$ cat src/rtl/usb_utmi_tx_engine.sv
// UTMI transmit engine: byte FIFO feeding utmi_data_out_o/utmi_txvalid_o on the txready handshake,
// with a forced inter-packet gap and a txready timeout. Single clock domain (ext_clk).
module usb_utmi_tx_engine #(
  parameter int ADDR_WIDTH     = 3,
  parameter int IPG_CYCLES     = 16,
  parameter int TIMEOUT_CYCLES = 1024
) (
  input  logic                  ext_clk,
  input  logic                  ext_rst,
  input  logic                  wr_en,
  input  logic [7:0]            wr_data,
  input  logic                  start,
  input  logic                  abort,
  input  logic                  utmi_txready_i,
  output logic [7:0]            utmi_data_out_o,
  output logic                  utmi_txvalid_o,
  output logic                  fifo_full,
  output logic [ADDR_WIDTH:0]   fifo_level,
  output logic                  busy,
  output logic                  done,
  output logic [10:0]           tx_count,
  output logic                  err_overflow,
  output logic                  err_timeout,
  output logic                  err_abort
);

  localparam int DEPTH   = 1 << ADDR_WIDTH;
  localparam int IPG_EFF = (IPG_CYCLES < 1) ? 1 : IPG_CYCLES;
  localparam int TO_EFF  = (TIMEOUT_CYCLES < 1) ? 1 : TIMEOUT_CYCLES;
  localparam int GAP_W   = $clog2(IPG_EFF + 1);
  localparam int TO_W    = $clog2(TO_EFF + 1);

  localparam logic [ADDR_WIDTH:0] DEPTH_L  = (ADDR_WIDTH+1)'(DEPTH);
  localparam logic [GAP_W-1:0]    GAP_LAST = GAP_W'(IPG_EFF - 1);
  localparam logic [TO_W-1:0]     TO_LAST  = TO_W'(TO_EFF - 1);

  typedef enum logic [1:0] {
    S_IDLE,
    S_SEND,
    S_GAP
  } state_t;

  state_t r_state;
  state_t w_next_state;

  logic [7:0]          r_mem [DEPTH];
  logic [ADDR_WIDTH:0] r_wr_ptr;
  logic [ADDR_WIDTH:0] r_rd_ptr;
  logic [7:0]          r_data;
  logic [10:0]         r_tx_count;
  logic [TO_W-1:0]     r_to_cnt;
  logic [GAP_W-1:0]    r_gap_cnt;
  logic                r_done;
  logic                r_err_overflow;
  logic                r_err_timeout;
  logic                r_err_abort;

  logic [ADDR_WIDTH:0] w_level;
  logic [ADDR_WIDTH:0] w_wr_ptr_next;
  logic                w_empty;
  logic                w_full;
  logic                w_hs;
  logic                w_wr_accept;
  logic                w_pop;
  logic                w_flush;
  logic                w_start_pkt;
  logic                w_done;
  logic                w_timeout;
  logic                w_abort_err;

  assign w_level       = r_wr_ptr - r_rd_ptr;
  assign w_empty       = (w_level == '0);
  assign w_full        = (w_level == DEPTH_L);
  assign w_hs          = (r_state == S_SEND) && utmi_txready_i;
  // A full FIFO still takes a write when the same edge pops a byte out.
  assign w_wr_accept   = wr_en && (!w_full || w_pop);
  assign w_wr_ptr_next = r_wr_ptr + {{ADDR_WIDTH{1'b0}}, w_wr_accept};

  // NOTE: every signal assigned in always_comb gets a default first, so no path leaves it unassigned and infers a latch.
  always_comb begin
    w_next_state = r_state;
    w_pop        = 1'b0;
    w_flush      = 1'b0;
    w_start_pkt  = 1'b0;
    w_done       = 1'b0;
    w_timeout    = 1'b0;
    w_abort_err  = 1'b0;
    unique case (r_state)
      S_IDLE: begin
        if (abort) begin
          w_flush = 1'b1;
        end else if (start && !w_empty) begin
          w_pop        = 1'b1;
          w_start_pkt  = 1'b1;
          w_next_state = S_SEND;
        end
      end
      S_SEND: begin
        if (abort) begin
          w_flush      = 1'b1;
          w_abort_err  = 1'b1;
          w_next_state = S_GAP;
        end else if (w_hs) begin
          if (!w_empty) begin
            w_pop = 1'b1;
          end else begin
            w_done       = 1'b1;
            w_next_state = S_GAP;
          end
        end else if (r_to_cnt == TO_LAST) begin
          w_flush      = 1'b1;
          w_timeout    = 1'b1;
          w_next_state = S_GAP;
        end
      end
      S_GAP: begin
        w_flush = abort;
        if (r_gap_cnt == GAP_LAST) w_next_state = S_IDLE;
      end
      default: w_next_state = S_IDLE;
    endcase
  end

  // NOTE: sequential state uses non-blocking assignments so every register samples pre-edge values.
  always_ff @(posedge ext_clk or posedge ext_rst) begin
    if (ext_rst) begin
      r_state        <= S_IDLE;
      r_wr_ptr       <= '0;
      r_rd_ptr       <= '0;
      r_data         <= 8'h00;
      r_tx_count     <= '0;
      r_to_cnt       <= '0;
      r_gap_cnt      <= '0;
      r_done         <= 1'b0;
      r_err_overflow <= 1'b0;
      r_err_timeout  <= 1'b0;
      r_err_abort    <= 1'b0;
    end else begin
      r_state  <= w_next_state;
      r_wr_ptr <= w_wr_ptr_next;
      // A flush also discards a byte written on the same edge, leaving the FIFO empty.
      if (w_flush)    r_rd_ptr <= w_wr_ptr_next;
      else if (w_pop) r_rd_ptr <= r_rd_ptr + 1'b1;
      if (w_pop) r_data <= r_mem[r_rd_ptr[ADDR_WIDTH-1:0]];

      if (w_start_pkt)                     r_tx_count <= '0;
      else if (w_hs && r_tx_count != '1)   r_tx_count <= r_tx_count + 1'b1;

      if (w_start_pkt || w_hs)             r_to_cnt <= '0;
      else if (r_state == S_SEND)          r_to_cnt <= r_to_cnt + TO_W'(1);

      if (r_state == S_GAP && w_next_state == S_GAP) r_gap_cnt <= r_gap_cnt + GAP_W'(1);
      else                                           r_gap_cnt <= '0;

      r_done <= w_done;

      if (w_start_pkt) begin
        r_err_overflow <= 1'b0;
        r_err_timeout  <= 1'b0;
        r_err_abort    <= 1'b0;
      end
      if (wr_en && !w_wr_accept) r_err_overflow <= 1'b1;
      if (w_timeout)             r_err_timeout  <= 1'b1;
      if (w_abort_err)           r_err_abort    <= 1'b1;
    end
  end

  // NOTE: the storage array has no reset; emptiness is defined by the pointers alone.
  always_ff @(posedge ext_clk) begin
    if (w_wr_accept) r_mem[r_wr_ptr[ADDR_WIDTH-1:0]] <= wr_data;
  end

  assign utmi_data_out_o = r_data;
  assign utmi_txvalid_o  = (r_state == S_SEND);
  assign fifo_full       = w_full;
  assign fifo_level      = w_level;
  assign busy            = (r_state != S_IDLE);
  assign done            = r_done;
  assign tx_count        = r_tx_count;
  assign err_overflow    = r_err_overflow;
  assign err_timeout     = r_err_timeout;
  assign err_abort       = r_err_abort;

endmodule
$ cat config.mk
export PLATFORM = sky130hd
export DESIGN_NAME = usb_utmi_tx_engine
export DESIGN_NICKNAME = d
export VERILOG_FILES = /design/src/rtl/usb_utmi_tx_engine.sv
export SDC_FILE = /design/constraint.sdc
export NUM_CORES = 1
export LEC_CHECK = 0
export CAP_MARGIN = 20
export CORE_MARGIN = 2
export CORE_UTILIZATION = 50
export DETAILED_ROUTE_END_ITERATION = 8
export PLACE_DENSITY_LB_ADDON = 0.1
export SYNTH_ARGS = -nofsm -noshare
export SYNTH_HDL_FRONTEND = slang
export SYNTH_SLANG_ARGS = --single-unit
$ cat constraint.sdc
create_clock -name ext_clk -period 3.32 [get_ports ext_clk]
set_clock_uncertainty 0.15 [all_clocks]
set_input_delay 0.332 -clock ext_clk [delete_from_list [all_inputs] [get_ports ext_clk]]
set_output_delay 0.332 -clock ext_clk [all_outputs]
set_load 0.01 [all_outputs]
==> results of run 1 <==
==> report_power, final <==
| group | total (mW) | internal [mW] | switching, mW |
|---|---|---|---|
| Combinational | 1.92 | 0.906 | 1.02 |
| Sequential | 1.97 | 1.79 | 0.178 |
| Clock | 1.74 | 1.13 | 0.612 |
==> Yosys cell counts, drive strengths merged (7+ instances only) <==
cell    count
inv        13
dfrtp      49
xor2        9
nand2      31
a31oi       8
nor3       10
edfxtp     64
nor2       51
ha         10
buf         7
nand3      12
xnor2      16
mux4       16
==> sequential cells by signal (all words and copies together) (netlist names) <==
| name | count |
|---|---|
| r_mem | 64 |
| r_to_cnt | 11 |
| tx_count | 11 |
| utmi_data_out_o | 8 |
| r_gap_cnt | 5 |
| r_rd_ptr | 4 |
| r_wr_ptr | 4 |
| r_state | 2 |
| done | 1 |
| err_abort | 1 |
| err_overflow | 1 |
| err_timeout | 1 |
==> per-stage QoR <==
step                std cells  util (%)  hold slack (ps)  setup WS [ps]
floorplan                 359         -            280.3          65.16
CTS                       569     63.28            276.8          210.8
finish                    570     63.49            9.833          235.6
detailed placement        537     57.39            298.1          281.1
global route              570     63.49            46.18          44.94
global placement          537     57.39            293.0          361.3
==> logic make-up (layout without fill, tap and decap cells) <==
| kind of cell | count (synthesis) | in the layout | share of synthesized area, % |
|---|---|---|---|
| AND/OR/NAND/NOR | 131 | 131 | 12.34 |
| flip-flops | 113 | 113 | 64.41 |
| AO/OA/AOI/OAI | 31 | 31 | 4.967 |
| buffers and inverters | 27 | 105 | 2.432 |
| XOR/XNOR | 25 | 25 | 4.480 |
| multiplexers | 21 | 21 | 8.397 |
| adder cells (fa/ha/maj) | 11 | 11 | 2.970 |
==> what timing repair did <==
item | 4_1_cts | 5_1_grt
buffers inserted | 0 | 0
hold buffers | 0 | 0
endpoints found under the setup margin | 1 | 0
resized for setup | 2 | 0
==> final cells by class <==
cell class | instances | area (um^2) | share of cell area, %
repair buffers | 59 | 561.8 | 9.180
flip-flops and latches | 113 | 3148 | 51.44
multi-input cells | 219 | 1623 | 26.52
inverters | 14 | 53.80 | 0.8792
well taps | 133 | 166.4 | 2.719
clock buffers | 20 | 425.4 | 6.952
clock inverters | 12 | 141.4 | 2.310
==> path summary, 6_finish.rpt <==
path / from / end / slack, ps / cells past startpoint
max: r_wr_ptr[2] / fifo_level[3] / 240 / 6
min: ext_rst / utmi_data_out_o[2] / 10 / 2
max reg2reg: r_wr_ptr[0] / r_rd_ptr[2] / 300 / 13
min reg2reg: r_gap_cnt[0] / r_gap_cnt[0] / 300 / 1
max in group asynchronous: ext_rst / r_gap_cnt[1] / 2480 / 3
min in group ext_clk: r_gap_cnt[0] / r_gap_cnt[0] / 300 / 1
==> layer usage <==
| metal | vias to the layer above | GRT usage [%] | part of all wire [%] |
|---|---|---|---|
| met4 | 0 | 9.109 | 1.6 |
| met5 | - | 0 | 0 |
| met3 | 14 | 6.102 | 3.4 |
| met2 | 57 | 34.14 | 50 |
| met1 | 1529 | 26.37 | 45 |
| li1 | 1450 | - | - |
==> placed cells by master, fill, tap and decap left out, types with 2 or more instances in the layout <==
master                            count
sky130_fd_sc_hd__edfxtp_1            64
sky130_fd_sc_hd__nor2_1              50
sky130_fd_sc_hd__dfrtp_1             49
sky130_fd_sc_hd__clkdlybuf4s50_1     42
sky130_fd_sc_hd__nand2_1             30
sky130_fd_sc_hd__xnor2_1             16
sky130_fd_sc_hd__mux4_2              16
sky130_fd_sc_hd__clkbuf_16           16
sky130_fd_sc_hd__buf_4               15
sky130_fd_sc_hd__inv_1               12
sky130_fd_sc_hd__nand3_1             12
sky130_fd_sc_hd__nor3_1              10
sky130_fd_sc_hd__ha_1                10
sky130_fd_sc_hd__xor2_1               9
sky130_fd_sc_hd__a31oi_1              8
sky130_fd_sc_hd__nor4_1               6
sky130_fd_sc_hd__a21oi_1              5
sky130_fd_sc_hd__mux2i_1              5
sky130_fd_sc_hd__nand4_1              4
sky130_fd_sc_hd__clkinvlp_4           4
sky130_fd_sc_hd__nor3b_1              3
sky130_fd_sc_hd__nand2b_1             3
sky130_fd_sc_hd__clkinv_2             3
sky130_fd_sc_hd__clkbuf_1             3
sky130_fd_sc_hd__clkinv_1             3
sky130_fd_sc_hd__bufinv_16            3
sky130_fd_sc_hd__or3_1                2
sky130_fd_sc_hd__nand3b_1             2
sky130_fd_sc_hd__and3_1               2
sky130_fd_sc_hd__or3b_2               2
sky130_fd_sc_hd__o311ai_1             2
sky130_fd_sc_hd__a22o_1               2
==> results.json, run 1 <==
{
  "worst-path-buf-inv": 2,
  "synth_top_area_share_pct": 39.32,
  "timing.critical_path.to_type": "primary output",
  "placementRows": 36,
  "ioPinCount": 44,
  "irDropWorstVdd_uv": 620.2,
  "grt_setup_unrepaired": "false",
  "latest_clock_arrival_within_the_worst_skew_pair_ps": 520,
  "detail_route.drc_violations": 0,
  "worst_ep_arrival_time_ps": 2600,
  "dieWidth_um": 102.9,
  "achievable-frequency_mhz": 324.2,
  "vias_in_the_first_global_route": 3085,
  "setup_tns_after_final_layout_ps": 0,
  "period_needed_ps": 3084,
  "timing.critical_path.fanout_max": 8,
  "firstDrtPassIters": 4,
  "postSynthRegisterBits": 113,
  "vias": 3050,
  "clock_tree.htree_level_count": 4,
  "coreArea_um2": 9639,
  "numCtsBuffers": 17,
  "wire_per_inst_um": 17.31,
  "report.power.total_mw": 5.634,
  "gp_routability_congestion": 0.8226,
  "timing_hold_violations_final": 0,
  "ys_top_cells_by_area": "sky130_fd_sc_hd__edfxtp_1 39%, sky130_fd_sc_hd__dfrtp_1 25%, sky130_fd_sc_hd__mux4_2 7.4%",
  "power.density_cell_area_nw_per_um2": 920.7,
  "primary_ff_master_synth": "sky130_fd_sc_hd__edfxtp_1",
  "track_usage_pct": 20.97,
  "cts_tree": "yes",
  "timing_max_transition_violations_final": 0,
  "dr.first_iter.drc_count": 172,
  "syn-instance-count": 359,
  "cts.path.max_buffers": 2,
  "critical_path.max_stage_delay_ps": 560,
  "report.final.setup_viol": 0,
  "worstMarginPinSlew_ps": 1010,
  "detail-route-antenna-nets": 0,
  "final.period_utilization_pct": 92.90,
  "grt_first_pass_wirelength_mm": 15.82,
  "synth-async-reset-ratio_pct": 43.36,
  "leakagePower_nw": 2.316,
  "timing.critical_path.from_type": "register",
  "maxCapViolations": 0,
  "final_nets": 449,
  "synth-warning-count": 0,
  "die_height_um": 102.9,
  "synth.yosys.seq_area_share_pct": 64.41,
  "slew_headroom_pct": 32.41,
  "standard_cell_area_after_detailed_placement_um2": 5532,
  "grt_max_degree": 50,
  "worst_ep_required_time_ps": 2840,
  "critPathKind": "register to primary output",
  "dieArea_um2": 10580,
  "cts.root.buffer_cell": "sky130_fd_sc_hd__clkbuf_8",
  "initial_utilization_pct": 50.70,
  "synth_cell_types": 48,
  "synth_top_cell_by_area": "sky130_fd_sc_hd__edfxtp_1",
  "syn-num-nets": 384,
  "antenna_found_initial": 0,
  "critPathTopFamily": "buffers and inverters",
  "layout-drive-gt1-share_pct": 15.33,
  "num_antenna_cells": 0,
  "clk_sinks": 113,
  "globalRouteOverflowTotal": 0,
  "crit_chain": "ha_1 > a21oi_1 > and3_1 > nor2_1 > inv_1 > clkdlybuf4s50_1",
  "fin_area_um2": 6120,
  "number_of_enable_type_register_cells_in_the_synthesized_netlist": 64,
  "clk_pin_slew_worst_paths_ps": 60,
  "outcome": "completed",
  "synthesis.area_um2": 4887,
  "areaGrowthSynthToFinish_pct": 25.22,
  "hold_class": "primary input to async pin",
  "viasPerCell": 5.351,
  "fillerInstances": 751,
  "synth_area_per_cell_um2": 13.61,
  "timing.critical_path.slowest_stage_cell": "sky130_fd_sc_hd__clkdlybuf4s50_1",
  "hpwlAfterDp_mm": 6.239,
  "detail_route.wirelength_mm": 9.866,
  "port_buffers": 43
}
No activity file was read; power rests on OpenSTA's default activity.
==> inputs of run 2 (changes only) <==
--- a/config.mk
+++ b/config.mk
@@ -8,6 +8,7 @@
 export CAP_MARGIN = 20
 export CORE_MARGIN = 2
 export CORE_UTILIZATION = 50
+export CTS_CLUSTER_SIZE = 40
 export DETAILED_ROUTE_END_ITERATION = 8
 export PLACE_DENSITY_LB_ADDON = 0.1
 export SYNTH_ARGS = -nofsm -noshare
==> results of run 2 <==
Same layout as run 1: the final DEF is identical, and so are final timing and power.
==> inputs of run 3 (changes only) <==
--- a/config.mk
+++ b/config.mk
@@ -7,10 +7,11 @@
 export LEC_CHECK = 0
 export CAP_MARGIN = 20
 export CORE_MARGIN = 2
-export CORE_UTILIZATION = 50
+export CORE_UTILIZATION = 57
 export CTS_CLUSTER_SIZE = 40
 export DETAILED_ROUTE_END_ITERATION = 8
 export PLACE_DENSITY_LB_ADDON = 0.1
+export SKIP_LAST_GASP = 1
 export SYNTH_ARGS = -nofsm -noshare
 export SYNTH_HDL_FRONTEND = slang
 export SYNTH_SLANG_ARGS = --single-unit
==> results.json, run 3 (same netlist as run 1, synthesis figures left out) <==
{
  "final.period_utilization_pct": 96.68,
  "clk_pin_slew_worst_paths_ps": 60,
  "fillerInstances": 561,
  "timing_hold_violations_final": 0,
  "report.power.total_mw": 5.694,
  "final_nets": 443,
  "dr.first_iter.drc_count": 137,
  "pre_cts_ws_ps": 258.0,
  "coreArea_um2": 8258,
  "fin_hold_ws_ps": 74.09,
  "cts.path.max_buffers": 2,
  "timing.critical_path.slowest_stage_cell": "sky130_fd_sc_hd__clkdlybuf4s50_1",
  "critical_path.max_stage_delay_ps": 500,
  "post_layout_nonfiller_instances": 536,
  "cpMostUsedCell": "sky130_fd_sc_hd__a21oi_1",
  "crit_chain": "ha_1 > a21oi_1 > a21oi_1 > nor2_1 > inv_1 > clkdlybuf4s50_1",
  "grt_max_degree": 28,
  "timing.critical_path.from_type": "register",
  "critPathKind": "register to primary output",
  "achievable-frequency_mhz": 311.6,
  "placed_cells_incl_taps": 504,
  "viasPerCell": 5.746,
  "timing_max_transition_violations_final": 0,
  "cts_tree": "yes",
  "timing.critical_path.to_type": "primary output",
  "clock_tree.htree_level_count": 4,
  "hold_class": "primary input to async pin",
  "clk_sinks": 113,
  "grt_setup_unrepaired": "true",
  "gp_routability_congestion": 0.8219,
  "hpwlAfterDp_mm": 6.469,
  "initial_utilization_pct": 59.18,
  "globalRouteOverflowTotal": 0,
  "top_layer": "met4",
  "slew_headroom_pct": 39.14,
  "areaGrowthSynthToFinish_pct": 24.04,
  "detail_route.wirelength.met1_mm": 4.081,
  "num_antenna_cells": 0,
  "layout-drive-gt1-share_pct": 14.62,
  "latest_clock_arrival_within_the_worst_skew_pair_ps": 510,
  "worstMarginPinSlew_ps": 909.5,
  "report.final.setup_viol": 0,
  "period_needed_ps": 3210,
  "met3RoutedLength_um": 330,
  "largest_reg_flops": 64,
  "maxCapViolations": 0,
  "fin_ws_ps": 110.4,
  "wire_per_inst_um": 18.77,
  "layout.cells.most_common_list": "64 x sky130_fd_sc_hd__edfxtp_1, 51 x sky130_fd_sc_hd__nor2_1, 49 x sky130_fd_sc_hd__dfrtp_1",
  "cts.root.buffer_cell": "sky130_fd_sc_hd__clkbuf_8",
  "dieArea_um2": 9331,
  "grt_first_pass_wirelength_mm": 16.08,
  "most_common_cell_after_layout_fill_and_taps_aside": "sky130_fd_sc_hd__edfxtp_1",
  "detail-route-antenna-nets": 0,
  "outcome": "completed",
  "vias": 3080,
  "numCtsBuffers": 17,
  "port_buffers": 43,
  "worst_ep_arrival_time_ps": 2730,
  "placementRows": 33,
  "timing.critical_path.fanout_max": 8,
  "detail_route.wirelength_mm": 10.06,
  "worst-path-buf-inv": 2,
  "worst_ep_required_time_ps": 2840,
  "die_height_um": 96.60,
  "antenna_found_initial": 0,
  "critPathTopFamily": "buffers and inverters",
  "power.density_cell_area_nw_per_um2": 939.4,
  "layout.core_utilization_pct": 73.41,
  "detail_route.drc_violations": 0,
  "ioPinCount": 44,
  "track_usage_pct": 24.01,
  "cts-hold-fix-buffers": 0,
  "firstDrtPassIters": 4,
  "post_cts_buffers": 0,
  "leakagePower_nw": 2.308,
  "dieWidth_um": 96.60,
  "wl_met2_mm": 5.486,
  "vias_in_the_first_global_route": 3181,
  "irDropWorstVdd_uv": 451.1
}
-- run 3: cell count changes in the layout (fill, tap and decap cells not counted), sizes merged --
cell,change
clkinvlp,-3
clkinv,+3
clkbuf,-1
buf,-6
bufinv,+1
-- run 3: per-layer routing --
metal	GRT usage, %	up-vias
met2	41.96	65
met1	28.61	1558
met4	10.45	0
met3	5.353	17
li1	-	1440
met5	0	-
-- run 3: cell type report --
type | instances | area [um^2] | share of cell area (%)
inverters | 14 | 53.80 | 0.8875
repair buffers | 53 | 504.2 | 8.318
clock inverters | 13 | 167.7 | 2.766
clock buffers | 19 | 421.7 | 6.956
flip-flops and latches | 113 | 3148 | 51.93
well taps | 105 | 131.4 | 2.167
multi-input cells | 219 | 1635 | 26.98
-- run 3: what timing repair did --
item	CTS	global route
pin swaps	0	0
setup endpoints to repair	1	23
resized for setup	1	2
-- run 3: report_power, final --
part           leakage, nW  switching [mW]  internal [mW]
sequential            1.21           0.188           1.79
clock                0.288           0.601           1.20
combinational        0.806            1.04          0.871
total                 2.31            1.83           3.87
-- run 3: path summary, 6_finish.rpt --
| check | to | slack (ps) | depth (start not counted) | startpoint |
|---|---|---|---|---|
| max in group asynchronous | r_to_cnt[10] | 2310 | 3 | ext_rst |
| max | fifo_level[3] | 110 | 6 | r_wr_ptr[2] |
| min reg2reg | r_gap_cnt[0] | 330 | 1 | r_gap_cnt[0] |
| max reg2reg | r_rd_ptr[2] | 180 | 13 | r_wr_ptr[0] |
| min | utmi_data_out_o[3] | 70 | 2 | ext_rst |
| min in group ext_clk | r_gap_cnt[0] | 330 | 1 | r_gap_cnt[0] |
-- run 3: metrics by stage --
stage               instance area, um^2  setup TNS (ps)
CTS                                6047               0
finish                             6062               0
floorplan                          4887               0
detailed placement                 5459               0
global route                       6062          -94.55
global placement                   5459               0
